<file path="src/rtl/sms_bus_arbiter.sv">
// Round-robin owner of a shared pull-low SMS line; every grant is followed by a TURN_CYCLES gap.
// Latency: req -> grant 1 clk from IDLE, release -> drop 1 clk; next grant TURN_CYCLES+1 clks after release.
// Backpressure: level-sensitive req waits through GRANT/TURN; SMS_ARB_TIMEOUT_EN adds MAX_GRANT revocation.
module sms_bus_arbiter #(
  parameter int N_REQ       = 4,
  parameter int TURN_CYCLES = 2,
  parameter int MAX_GRANT   = 8
) (
  input  logic                     clk,
  input  logic                     reset,
  input  logic [N_REQ-1:0]         req,
  output logic [N_REQ-1:0]         grant,
  output logic [$clog2(N_REQ)-1:0] owner,
  output logic                     busy,
  output logic                     preempt
);
  localparam int OWN_W  = $clog2(N_REQ);
  localparam int TURN_W = $clog2(TURN_CYCLES + 1);

  if (N_REQ < 2 || N_REQ > 16 || TURN_CYCLES < 1 || MAX_GRANT < 1) begin : g_param_check
    $error("sms_bus_arbiter: parameter out of range");
  end

  typedef enum logic [1:0] {ST_IDLE, ST_GRANT, ST_TURN} state_t;

  state_t            state;
  logic [OWN_W-1:0]  last;
  logic [OWN_W-1:0]  cand;
  logic [OWN_W-1:0]  win_idx;
  logic              win_vld;
  logic [TURN_W-1:0] turn_cnt;

`ifdef SMS_ARB_TIMEOUT_EN
  localparam int GCNT_W = $clog2(MAX_GRANT + 1);
  logic [GCNT_W-1:0] gcnt;
  logic              others_req;
  assign others_req = |(req & ~grant);
`else
  assign preempt = 1'b0;
`endif

  // Walk downward so the candidate closest after 'last' is the final one assigned.
  always_comb begin
    win_vld = 1'b0;
    win_idx = '0;
    cand    = '0;
    for (int i = N_REQ; i >= 1; i--) begin
      cand = OWN_W'((int'(last) + i) % N_REQ);
      if (req[cand]) begin
        win_vld = 1'b1;
        win_idx = cand;
      end
    end
  end

  always_ff @(posedge clk or posedge reset) begin
    if (reset) begin
      state    <= ST_IDLE;
      grant    <= '0;
      owner    <= '0;
      busy     <= 1'b0;
      last     <= OWN_W'(N_REQ - 1);
      turn_cnt <= '0;
`ifdef SMS_ARB_TIMEOUT_EN
      gcnt     <= '0;
      preempt  <= 1'b0;
`endif
    end else begin
`ifdef SMS_ARB_TIMEOUT_EN
      preempt <= 1'b0;
`endif
      case (state)
        ST_IDLE: begin
          if (win_vld) begin
            grant <= N_REQ'(1) << win_idx;
            owner <= win_idx;
            last  <= win_idx;
            busy  <= 1'b1;
            state <= ST_GRANT;
`ifdef SMS_ARB_TIMEOUT_EN
            gcnt  <= GCNT_W'(1);
`endif
          end
        end
        ST_GRANT: begin
          if (!req[owner]) begin
            grant    <= '0;
            turn_cnt <= TURN_W'(TURN_CYCLES - 1);
            state    <= ST_TURN;
          end
`ifdef SMS_ARB_TIMEOUT_EN
          // Revoke only when someone else is actually waiting for the line.
          else if (gcnt == GCNT_W'(MAX_GRANT) && others_req) begin
            grant    <= '0;
            turn_cnt <= TURN_W'(TURN_CYCLES - 1);
            state    <= ST_TURN;
            preempt  <= 1'b1;
          end else if (gcnt != GCNT_W'(MAX_GRANT)) begin
            gcnt <= gcnt + 1'b1;
          end
`endif
        end
        ST_TURN: begin
          if (turn_cnt == '0) begin
            busy  <= 1'b0;
            state <= ST_IDLE;
          end else begin
            turn_cnt <= turn_cnt - 1'b1;
          end
        end
        default: begin
          grant <= '0;
          busy  <= 1'b0;
          state <= ST_IDLE;
        end
      endcase
    end
  end

endmodule

</file>
<file path="config.mk">
export PLATFORM = sky130hd
export DESIGN_NAME = sms_bus_arbiter
export DESIGN_NICKNAME = d
export VERILOG_FILES = /design/src/rtl/sms_bus_arbiter.sv
export SDC_FILE = /design/constraint.sdc
export NUM_CORES = 1
export LEC_CHECK = 0
export CORE_MARGIN = 10
export CORE_UTILIZATION = 53
export DETAILED_ROUTE_END_ITERATION = 10
export PLACE_DENSITY = 0.88
export SLEW_MARGIN = 10
export SYNTH_ARGS = -nofsm -noshare
export SYNTH_HDL_FRONTEND = slang
export SYNTH_SLANG_ARGS = --single-unit
</file>
<file path="constraint.sdc">
create_clock -name clk -period 2.4 [get_ports clk]
set_input_delay 0.36 -clock clk [delete_from_list [all_inputs] [get_ports clk]]
set_output_delay 0.36 -clock clk [all_outputs]
set_load 0.01 [all_outputs]
</file>
# After elaboration in Yosys (flattened, before gate mapping)
# Index checks and enable logic that the tools add are counted.
word_totals:
  regBits: 13
  input_bits: 6
  out_inout_bits: 8
  elab_cells: 64
op_classes:
  add_sub_neg: 5
  order_cmp: 5
  n_eq_ne: 6
  n_shift: 1
  n_mux: 31
  bitwise_logic: 2
  n_reduce_logical: 8
op_table:
  columns: ["cell", "n"]
  rows:
  - ["2-bit two-way mux", 9]
  - ["2-bit by 3-bit < comparator with 1-bit output, second input constant", 5]
  - ["4-bit one-hot mux with 3 select lines", 1]
  - ["3-bit AND reduction", 4]
  - ["1-bit two-way mux", 11]
  - ["1-bit binary-select mux with 2-bit select", 5]
  - ["4-bit two-way mux", 2]
  - ["2-bit inequality test, second input constant", 4]
  - ["2-bit one-hot mux with 3 select lines", 1]
  - ["2-bit by 1-bit adder with 2-bit output, second input constant", 2]
  - ["2-bit adder, second input constant", 2]
  - ["2-bit zero test", 2]
  - ["2-bit one-hot mux with 2 select lines", 1]
  - ["1-bit by 2-bit left shift with 4-bit output, first input constant", 1]
  - ["1-bit one-hot mux with 3 select lines", 1]
  - ["2-bit by 1-bit equality test with 1-bit output, second input constant", 1]
  - ["2-bit equality test, second input constant", 1]
  - ["1-bit inverter", 2]
  - ["2-bit AND reduction", 1]
  - ["2-bit nonzero test", 1]
  - ["2-bit by 1-bit subtractor with 2-bit output, second input constant", 1]

# Longest topological paths before layout
logic_depth:
  ltp_word: 10
  depth_mapped: 6
  mapped_depth_nobuf: 6

# Worst setup path before layout
# No wires, ideal clock.
synth_path:
  kind: "register to register"
  from: "reg state[0]"
  to: "reg owner[0]"
  setup_ns: 0.125
  arrival_time_ns: 1.339
  required_ns: 2.275
  path_slack_ns: 0.936
  path_stages_with_launch: 6
  n_path_buf: 2
  synth_period_minus_slack_ns: 1.464
  cell_sequence: "dfrtp_1 > buf_4 > or3_1 > buf_6 > inv_4 > mux2_4"
synth_between:
  elab_chain_len: 2
synth_lines:
  columns: ["element", "line", "text"]
  rows:
  - ["from (decl)", "26", "state_t state;"]
  - ["from (signal assigned)", "58", "state <= ST_IDLE;"]
  - ["from (signal assigned)", "79", "state <= ST_GRANT;"]
  - ["from (signal assigned)", "89", "state <= ST_TURN;"]
  - ["2-bit zero test", "72", "case (state)"]
  - ["2-bit AND reduction (no source line)", null, null]
  - ["to (signal assigned)", "76", "owner <= win_idx;"]
  - ["to (decl)", "13", "output logic [$clog2(N_REQ)-1:0] owner,"]
# No other way between the ends.
# A chain may end at the register's enable or synchronous reset.

# Worst setup path in the final report
layout_path:
  from: "in req[3]"
  to: "reg owner[0]"
layout_between:
  elab_chain_len: 7
  word_cells_on_any_way: 17
  cone_classes: "mux (16); reduce/logical (1)"
layout_lines:
  columns: ["element", "line", "text"]
  rows:
  - ["from (decl)", "11", "input logic [N_REQ-1:0] req,"]
  - ["1-bit binary-select mux with 2-bit select", "49", "if (req[cand]) begin"]
  - ["1-bit two-way mux (implied by the code)", "49", null]
  - ["1-bit two-way mux (4 in a row)", "49", null]
  - ["2-bit AND reduction (no source line)", null, null]
# Parallel ways exist; a longest one is shown, timed or not. The select of a mux whose other input is x is not followed.

==> flow_metrics.env <==
export IMPL_numCtsBuffers=3
export IMPL_cts_repair_resized=0
export IMPL_fillers=106
export IMPL_dr_pass1_iters=4
export IMPL_cp_slowest_cell="clkdlybuf4s50_1"
export IMPL_synth_top_cells_by_count="dfrtp_1, inv_1, nand2_1"
export IMPL_clkTransAtPathRegs_ns=0.08
export IMPL_placementRows=13
export IMPL_critPathMaxStageDelay_ns=0.51
export IMPL_start_util=0.561
export IMPL_htreeDepth=1
export IMPL_outcome="finished, final reports clean"
export IMPL_holdWs_ns=0.393
export IMPL_postSynthCellCount=66
export IMPL_r2r_end="owner[0]"
export IMPL_core_mm2=0.00130
export IMPL_clock_fmax_ghz=0.560
export IMPL_grt_pass1_vias=543
export IMPL_clockRootBuffer="clkbuf_4"
export IMPL_syn_area_um2=729
export IMPL_rr_startpoint="last[1]"
export IMPL_drc=0
export IMPL_synth_nets=73
export IMPL_min_path_type="input pin to async pin"
export IMPL_period_share=0.744
export IMPL_synth_edff_count=0
export IMPL_yosysMostFrequentCell="dfrtp_1"
export IMPL_rr_worst_depth=4
export IMPL_ys_ff_latch=13
export IMPL_path_class="input pin to flop"
export IMPL_antenna_found_initial=0
export IMPL_arrival_ns=1.95
export IMPL_die_y_um=57.1
export IMPL_yosysWarnings=0
export IMPL_crit_chain="clkdlybuf4s50_1 -> nor4_1 -> or3_1 -> inv_4 -> mux2_4"
export IMPL_cts_setup_buffers=0
export IMPL_globalRouteOverflowTotal=0
export IMPL_clock_path_buffers=2
export IMPL_finClkSkew_ns=0.00158
export IMPL_dr_first_iter_drc_count=7
export IMPL_layout_nets=87
export IMPL_setup_viol=0
export IMPL_holdBufCountCts=0
export IMPL_pwr_density_cell_mw_per_mm2=1340
export IMPL_syn_area_per_cell_um2=11.1
export IMPL_grtUsageTotal=0.0924
export IMPL_final_hold_viol_count=0
export IMPL_io_pins=14
export IMPL_tns_ns=0
export IMPL_p_leak_nw=0.387
export IMPL_finalCriticalPeriod_ns=1.79
export IMPL_cts_sinks=13
export IMPL_slew_violations=0
export IMPL_vias=513
export IMPL_yosysUniqueCellTypes=33
export IMPL_start_kind="input pin"
export IMPL_die_w_um=57.1
export IMPL_wl_per_cell_um=15.4
export IMPL_grt_max_degree=14
export IMPL_finalWirelength_mm=1.44
export IMPL_ys_flop_type="dfrtp_1"
export IMPL_grt_pass1_wl_mm=2.51
export IMPL_reg2reg_slack_ns=0.83
export IMPL_synth_area_top_cells="dfrtp_1, dfstp_2, mux2_4"
export IMPL_rsz0062_at_grt="false"
export IMPL_insertion_delay_ns=0.27
export IMPL_drv_cap=0
export IMPL_yosys_area_top_type="dfrtp_1"
export IMPL_peakVddDrop_v=0.000713
export IMPL_synth_top_area_frac=0.377
export IMPL_globalplace_congestion=0.818
export IMPL_crit_fanout=6
export IMPL_viasPerCell=5.46
export IMPL_io_buffers=12
export IMPL_crit_required_ns=2.57
export IMPL_cts_tree="yes"
export IMPL_antenna_cells=0
export IMPL_place_hpwl_mm=1.13
export IMPL_async_flop_share=1.00
export IMPL_die_area_mm2=0.00326
export IMPL_syn_to_final_growth_pct=19.0
export IMPL_endpoint_kind="flop"
export IMPL_drtAntennaViolNets=0
export IMPL_drive_above_1_share=0.228
export IMPL_yosysSeqAreaShare=0.449
-- cell families (layout without fill, tap and decap cells) --
group | count (synthesis) | count (layout) | synth area share
XOR/XNOR | 1 | 1 | 0.0120
multiplexers | 4 | 4 | 0.0858
adder cells (fa/ha/maj) | 1 | 1 | 0.0171
buffers and inverters | 9 | 22 | 0.0703
AND/OR/NAND/NOR | 18 | 18 | 0.154
flip-flops | 13 | 13 | 0.449
other | 1 | 1 | 0.00514
AO/OA/AOI/OAI | 19 | 19 | 0.206
-- critical path, delay by kind of cell --
| family | cells | cell delay, ns |
|---|---|---|
| multiplexers | 1 | 0.29 |
| AND/OR/NAND/NOR | 2 | 0.73 |
| buffers and inverters | 2 | 0.57 |
-- metrics by stage --
stage | cell area (um^2) | power (mW) | util | setup WS (ns) | std cells
after floorplan | 729 | 0.861 | - | 0.936 | 66
after global placement | 842 | 1.02 | 0.647 | 0.414 | 90
after detailed placement | 842 | 1.03 | 0.647 | 0.341 | 90
after CTS | 868 | 1.17 | 0.667 | 0.624 | 94
after global routing | 868 | 1.25 | 0.667 | 0.521 | 94
final | 868 | 1.16 | 0.667 | 0.614 | 94
-- cells in the final DEF, fill, tap and decap left out, drive strengths merged --
cell           instances
clkdlybuf4s50         12
or3                    1
inv                    6
o22ai                  2
mux2i                  1
nor2b                  2
o21ai                  4
or2                    1
mux2                   2
nand2b                 2
o221a                  1
conb                   1
o2bb2ai                2
a21o                   2
and3b                  1
a22o                   2
clkbuf                 4
o221ai                 1
xnor2                  1
o31ai                  1
dfstp                  2
dfrtp                 11
mux4                   1
ha                     1
a21oi                  4
nand2                  5
nor2                   4
nand3b                 1
nor4                   1
-- state kept, by name, summed over array words and instances, names as in the netlist --
| name | cells |
|---|---|
| turn_cnt | 2 |
| grant | 4 |
| busy | 1 |
| owner | 2 |
| last | 2 |
| state | 2 |
-- metal layers --
metal | part of all wire | vias up | global-route usage | routed length [um]
li1 | - | 256 | - | -
met1 | 0.44 | 244 | 0.105 | 628
met2 | 0.49 | 11 | 0.155 | 712
met3 | 0.056 | 2 | 0.0332 | 81
met4 | 0.015 | 0 | 0.0336 | 21
met5 | 0 | - | 0 | 0
-- final cells by class --
type | count | area, um^2 | share of cell area
multi-input combinational | 44 | 350 | 0.403
sequential | 13 | 328 | 0.378
timing repair buffer | 12 | 120 | 0.138
clock buffer | 4 | 26.3 | 0.0303
inverter | 6 | 25.0 | 0.0288
tap | 15 | 18.8 | 0.0216
-- how the worst max path moves through the flow --
stage | from | end | slack (ns) | cells past startpoint
after floorplan | state[0] | owner[0] | 0.94 | 5
after global placement | req[2] | owner[0] | 0.41 | 5
after detailed placement | req[3] | owner[0] | 0.34 | 5
after CTS | req[3] | owner[0] | 0.62 | 5
after global routing | req[3] | owner[0] | 0.52 | 5
final | req[3] | owner[0] | 0.61 | 5
-- report_power, final --
| part | total [mW] | internal [mW] | switching, mW |
|---|---|---|---|
| combinational | 0.585 | 0.321 | 0.264 |
| sequential | 0.441 | 0.336 | 0.105 |
| clock | 0.136 | 0.0644 | 0.0712 |
No activity file was read; power rests on OpenSTA's default activity.
